[config.mk]
export PLATFORM = sky130hd
export DESIGN_NAME = irq_priority_sched_flat
export DESIGN_NICKNAME = d
export VERILOG_FILES = /design/src/rtl/irq_priority_sched_if.sv /design/src/rtl/irq_priority_sched.sv /design/src/flat_wrapper.sv
export SDC_FILE = /design/constraint.sdc
export NUM_CORES = 1
export LEC_CHECK = 0
export ABC_AREA = 1
export BUFFER_PORTS_ARGS = -buffer_cell sky130_fd_sc_hd__buf_2
export CORE_UTILIZATION = 51
export DETAILED_ROUTE_END_ITERATION = 10
export GPL_ROUTABILITY_DRIVEN = 0
export PLACE_DENSITY = 0.85
export SLEW_MARGIN = 20
export SYNTH_ARGS = -nofsm -noshare
export SYNTH_HDL_FRONTEND = slang
export SYNTH_SLANG_ARGS = --single-unit
[constraint.sdc]
create_clock -name clock -period 3.6 [get_ports clock]
set_input_delay 0.18 -clock clock [delete_from_list [all_inputs] [get_ports clock]]
set_output_delay 0.18 -clock clock [all_outputs]
set_load 0.1 [all_outputs]
[src/rtl/irq_priority_sched_if.sv]
// Request/grant/service bundle between peripherals, the agent and irq_priority_sched.
// master: peripheral and agent side. slave: the scheduler.
interface irq_priority_sched_if #(
    parameter int NCH = 9
);
    logic [NCH-1:0] req;
    logic [NCH-1:0] mask;
    logic [NCH-1:0] pending;
    logic           irq_valid;
    logic [3:0]     irq_id;
    logic           irq_ack;
    logic           eoi;
    logic           busy;
    logic           timeout_err;

    modport master (
        output req, mask, irq_ack, eoi,
        input  irq_valid, irq_id, busy, pending, timeout_err
    );

    modport slave (
        input  req, mask, irq_ack, eoi,
        output irq_valid, irq_id, busy, pending, timeout_err
    );
endinterface

[src/rtl/irq_priority_sched.sv]
// Registered interrupt scheduler: latch, mask, arbitrate, present, service.
// Optional IRQ_ROTATE_PRIO_EN: round-robin priority starting after the last serviced channel.
module irq_priority_sched #(
    parameter int NCH         = 9,
    parameter int ACK_TIMEOUT = 15,
    parameter int CNT_W       = 8
) (
    input logic clock,
    input logic reset,
    irq_priority_sched_if.slave bus
);

    typedef enum logic [1:0] {
        IDLE,
        PRESENT,
        SERVICE
    } state_t;

    state_t           state_q, state_d;
    logic [NCH-1:0]   pending_q, pending_d;
    logic [NCH-1:0]   eligible, clr;
    logic [3:0]       id_q, id_d;
    logic [3:0]       winner;
    logic [CNT_W-1:0] cnt_q, cnt_d;
    logic             terr_q, terr_d;
    logic             ack_take;

`ifdef IRQ_ROTATE_PRIO_EN
    logic [3:0] base_q, base_d;
    int         dist, best_dist;
`endif

    assign eligible = pending_q & ~bus.mask;

    always_comb begin
        winner = '0;
`ifdef IRQ_ROTATE_PRIO_EN
        // Smallest upward distance from the base pointer, with wrap-around.
        best_dist = NCH;
        dist      = 0;
        for (int i = 0; i < NCH; i++) begin
            dist = (i >= int'(base_q)) ? i - int'(base_q) : i + NCH - int'(base_q);
            if (eligible[i] && dist < best_dist) begin
                best_dist = dist;
                winner    = 4'(i);
            end
        end
`else
        for (int i = NCH - 1; i >= 0; i--) begin
            if (eligible[i]) winner = 4'(i);
        end
`endif
    end

    always_comb begin
        // NOTE: every output of this block gets a default first, so no path leaves a latch.
        state_d  = state_q;
        id_d     = id_q;
        cnt_d    = cnt_q;
        terr_d   = 1'b0;
        ack_take = 1'b0;
`ifdef IRQ_ROTATE_PRIO_EN
        base_d   = base_q;
`endif
        case (state_q)
            IDLE: begin
                if (|eligible) begin
                    id_d    = winner;
                    cnt_d   = '0;
                    state_d = PRESENT;
                end
            end
            PRESENT: begin
                // An ack on the final allowed cycle beats the timeout.
                if (bus.irq_ack) begin
                    ack_take = 1'b1;
                    state_d  = SERVICE;
                end else if (cnt_q == CNT_W'(ACK_TIMEOUT - 1)) begin
                    terr_d  = 1'b1;
                    id_d    = '0;
                    cnt_d   = '0;
                    state_d = IDLE;
                end else begin
                    cnt_d = cnt_q + 1'b1;
                end
            end
            SERVICE: begin
                if (bus.eoi) begin
                    id_d    = '0;
                    state_d = IDLE;
`ifdef IRQ_ROTATE_PRIO_EN
                    base_d  = (id_q == 4'(NCH - 1)) ? 4'd0 : id_q + 4'd1;
`endif
                end
            end
            default: state_d = IDLE;
        endcase
    end

    // A request on the ack cycle re-pends its channel: set beats clear.
    always_comb begin
        for (int i = 0; i < NCH; i++) begin
            clr[i] = ack_take && (id_q == 4'(i));
        end
        pending_d = (pending_q & ~clr) | bus.req;
    end

    always_ff @(posedge clock) begin
        // NOTE: state registers use non-blocking assignments so every flop samples pre-edge values.
        if (reset) begin
            state_q   <= IDLE;
            pending_q <= '0;
            id_q      <= '0;
            cnt_q     <= '0;
            terr_q    <= 1'b0;
`ifdef IRQ_ROTATE_PRIO_EN
            base_q    <= '0;
`endif
        end else begin
            state_q   <= state_d;
            pending_q <= pending_d;
            id_q      <= id_d;
            cnt_q     <= cnt_d;
            terr_q    <= terr_d;
`ifdef IRQ_ROTATE_PRIO_EN
            base_q    <= base_d;
`endif
        end
    end

    assign bus.irq_valid   = (state_q == PRESENT);
    assign bus.busy        = (state_q == SERVICE);
    assign bus.irq_id      = id_q;
    assign bus.pending     = pending_q;
    assign bus.timeout_err = terr_q;

endmodule

[src/flat_wrapper.sv]
// flat-port wrapper written by rule: the top's interface ports become plain ports
module irq_priority_sched_flat 
#(
    parameter int NCH         = 9,
    parameter int ACK_TIMEOUT = 15,
    parameter int CNT_W       = 8
)
  (clock, reset, bus_req, bus_mask, bus_irq_ack, bus_eoi, bus_irq_valid, bus_irq_id, bus_busy, bus_pending, bus_timeout_err);
  irq_priority_sched_if #(.NCH(NCH)) bus_i ();
  input logic clock;
  input logic reset;
  input wire logic [$bits(bus_i.req)-1:0] bus_req;
  input wire logic [$bits(bus_i.mask)-1:0] bus_mask;
  input wire logic [$bits(bus_i.irq_ack)-1:0] bus_irq_ack;
  input wire logic [$bits(bus_i.eoi)-1:0] bus_eoi;
  output wire logic [$bits(bus_i.irq_valid)-1:0] bus_irq_valid;
  output wire logic [$bits(bus_i.irq_id)-1:0] bus_irq_id;
  output wire logic [$bits(bus_i.busy)-1:0] bus_busy;
  output wire logic [$bits(bus_i.pending)-1:0] bus_pending;
  output wire logic [$bits(bus_i.timeout_err)-1:0] bus_timeout_err;
  assign bus_i.req = bus_req;
  assign bus_i.mask = bus_mask;
  assign bus_i.irq_ack = bus_irq_ack;
  assign bus_i.eoi = bus_eoi;
  assign bus_irq_valid = bus_i.irq_valid;
  assign bus_irq_id = bus_i.irq_id;
  assign bus_busy = bus_i.busy;
  assign bus_pending = bus_i.pending;
  assign bus_timeout_err = bus_i.timeout_err;
  irq_priority_sched #(.NCH(NCH), .ACK_TIMEOUT(ACK_TIMEOUT), .CNT_W(CNT_W)) u_core (.clock(clock), .reset(reset), .bus(bus_i));
endmodule
==> flow_summary.json <==
{
  "globalRouteTotalUtil_pct": 23.66,
  "critPathKind": "flop to output port",
  "cts-hold-fix-buffers": 0,
  "top_layer_used": "met4",
  "cts_tree": "done",
  "postSynthAreaPerCell_sq_um": 6.424,
  "wirelength_um": 3154,
  "place.port_buffers": 37,
  "place.detailed.hpwl_um": 2515,
  "antenna_found_initial": 0,
  "yosys-top-cells-area": "dfxtp_1 33%, nand2_1 14%, inv_1 11%",
  "hold_viol": 0,
  "max_freq_mhz": 552.3,
  "viasPerCell": 5.044,
  "fin_area_sq_mm": 0.001705,
  "end_kind": "output port",
  "power_density_mw_per_mm2": 602.5,
  "p_leak_nw": 0.9017,
  "num_rows": 18,
  "antennaDiodeCount": 0,
  "drtIter0Drc": 35,
  "yosysSeqAreaShare_pct": 33.39,
  "ys_ff_latch": 24,
  "whs_path_depth": 3,
  "arrival_ps": 1630,
  "syn_inst": 224,
  "yosysTopAreaCell": "dfxtp_1",
  "route.antenna.remaining_nets": 0,
  "syn_area_sq_mm": 0.001439,
  "synth_common_cells": "52 x nand2_1, 41 x inv_1, 29 x nor2_1, 24 x dfxtp_1, 15 x a21oi_1",
  "dieArea_sq_mm": 0.003038,
  "met3_length_um": 192,
  "layout-drive-gt1-share_pct": 22.43,
  "slew_headroom_pct": 67.61,
  "layout_setup_ws_ps": 1789,
  "avgRoutedWirePerCell_um": 10.76,
  "async_flop_share_pct": 0,
  "grt_pass1_wl_um": 5202,
  "yosysTopAreaCellShare_pct": 33.39,
  "cts_buffers": 3,
  "wl_met2_um": 1324,
  "maxCapViolCount": 0,
  "finalSetupViolations": 0,
  "reg2regPathDepth": 7,
  "nets": 291,
  "cts_setup_buffers": 0,
  "cts-root-buf": "clkbuf_4",
  "min_period_ps": 1811,
  "synth_flop_cell": "dfxtp_1",
  "synth_nets": 251,
  "yosysMostFrequentCell": "nand2_1",
  "grt_overflow": 0,
  "cts_resized": 0,
  "tightest_slew_ps": 489.2,
  "crit_fanout": 8,
  "h-tree-depth": 1,
  "fin_crit_sh_pct": 50.29,
  "status": "finished, final reports clean",
  "pre_cts_slack_ps": 2012,
  "setup_tns_ps": 0,
  "core_sq_mm": 0.002567,
  "start_util_pct": 56.04,
  "cts.clk_slew.worst_paths_ps": 140,
  "vias": 1478,
  "synthDistinctLibCells": 25,
  "ys_warn_count": 0,
  "crit_required_ps": 3420,
  "grt_max_degree": 15,
  "synth_edf_count": 0,
  "drc": 0,
  "wl_met1_um": 1608,
  "clock_latency_ps": 320,
  "placed_cell_area_sq_mm": 0.001653,
  "hold_class": "primary input to flop",
  "fp.dieH_um": 55.12,
  "timing.hold.ws_ps": 85.06,
  "clock_skew_ps": 10.68,
  "slew_viol_final": 0,
  "rsz0062_at_grt": "false",
  "cts.sinks": 24,
  "finalPower_mw": 1.027,
  "areaGrowthSynthToFinish_pct": 18.52,
  "io_pins": 38,
  "fill_cells": 236,
  "die_w_um": 55.12,
  "clockBufferDepth": 2,
  "cp-start-kind": "flop",
  "first_pass_iters": 4,
  "grt_pass1_vias": 1262,
  "vdd_ir_drop_max_mv": 0.6458
}
-- area by class of cell --
cell class / instances / area, sq um / share of cell area (%)
clock buffer: 3 / 22.52 / 1.321
multi-input combinational: 152 / 777.0 / 45.56
tap: 30 / 37.54 / 2.201
sequential: 24 / 480.5 / 28.17
inverter: 46 / 172.7 / 10.12
clock inverter: 1 / 30.03 / 1.761
timing repair buffer: 37 / 185.2 / 10.86
-- power by group --
part | switching (mW) | internal (mW)
registers | 0.0369 | 0.300
clock network | 0.0829 | 0.113
logic | 0.378 | 0.116
total | 0.498 | 0.529
-- critical path: stages (launching register included) --
cell and delay (ps):
dfxtp_1 350, inv_1 80, ha_1 380, buf_2 500
-- layer usage --
metal	track usage [%]	vias up
li1	-	775
met1	34.11	654
met2	36.55	45
met3	3.279	4
met4	6.667	0
met5	0	-
-- metrics by stage --
stage | utilization (%) | std cells
final | 66.42 | 293
after CTS | 66.42 | 293
after global routing | 66.42 | 293
after detailed placement | 64.38 | 289
after global placement | 64.38 | 289
after floorplan | - | 224
-- flip-flops by register name, summed over array words and instances (netlist names) --
signal and flops:
u_core.bus.timeout_err 1, u_core.bus.pending 9, u_core.cnt_q 8, u_core.state_q 2
u_core.bus.irq_id 4
-- cells by family after synthesis --
kind of cell	share of synthesized area [%]
simple gates	35.74
buf+inv	12.61
compound gates	13.30
flops	33.39
fa+ha+maj	4.348
xor+xnor	0.6088
-- placed cells by master (no fill, tap or decap), drive strengths merged --
master,instances
nand2,56
inv,46
buf,37
nor2,33
dfxtp,24
a21oi,16
nand3,16
o21ai,11
o31ai,5
ha,5
nand4,3
clkbuf,3
or2,2
nor4,1
nor3,1
xnor2,1
nand3b,1
o21bai,1
bufinv,1
-- final timing paths --
check / start / endpoint / slack [ps]
setup / recovery: u_core.state_q[1]$_SDFFE_PP0P_ / bus_irq_valid / 1790
hold / removal: bus_req[4] / u_core.bus.pending[4]$_SDFF_PP0_ / 90
setup reg to reg: u_core.state_q[1]$_SDFFE_PP0P_ / u_core.bus.pending[4]$_SDFF_PP0_ / 1960
hold reg to reg: u_core.state_q[1]$_SDFFE_PP0P_ / u_core.state_q[1]$_SDFFE_PP0P_ / 490
(Power assumes the default switching activity.)
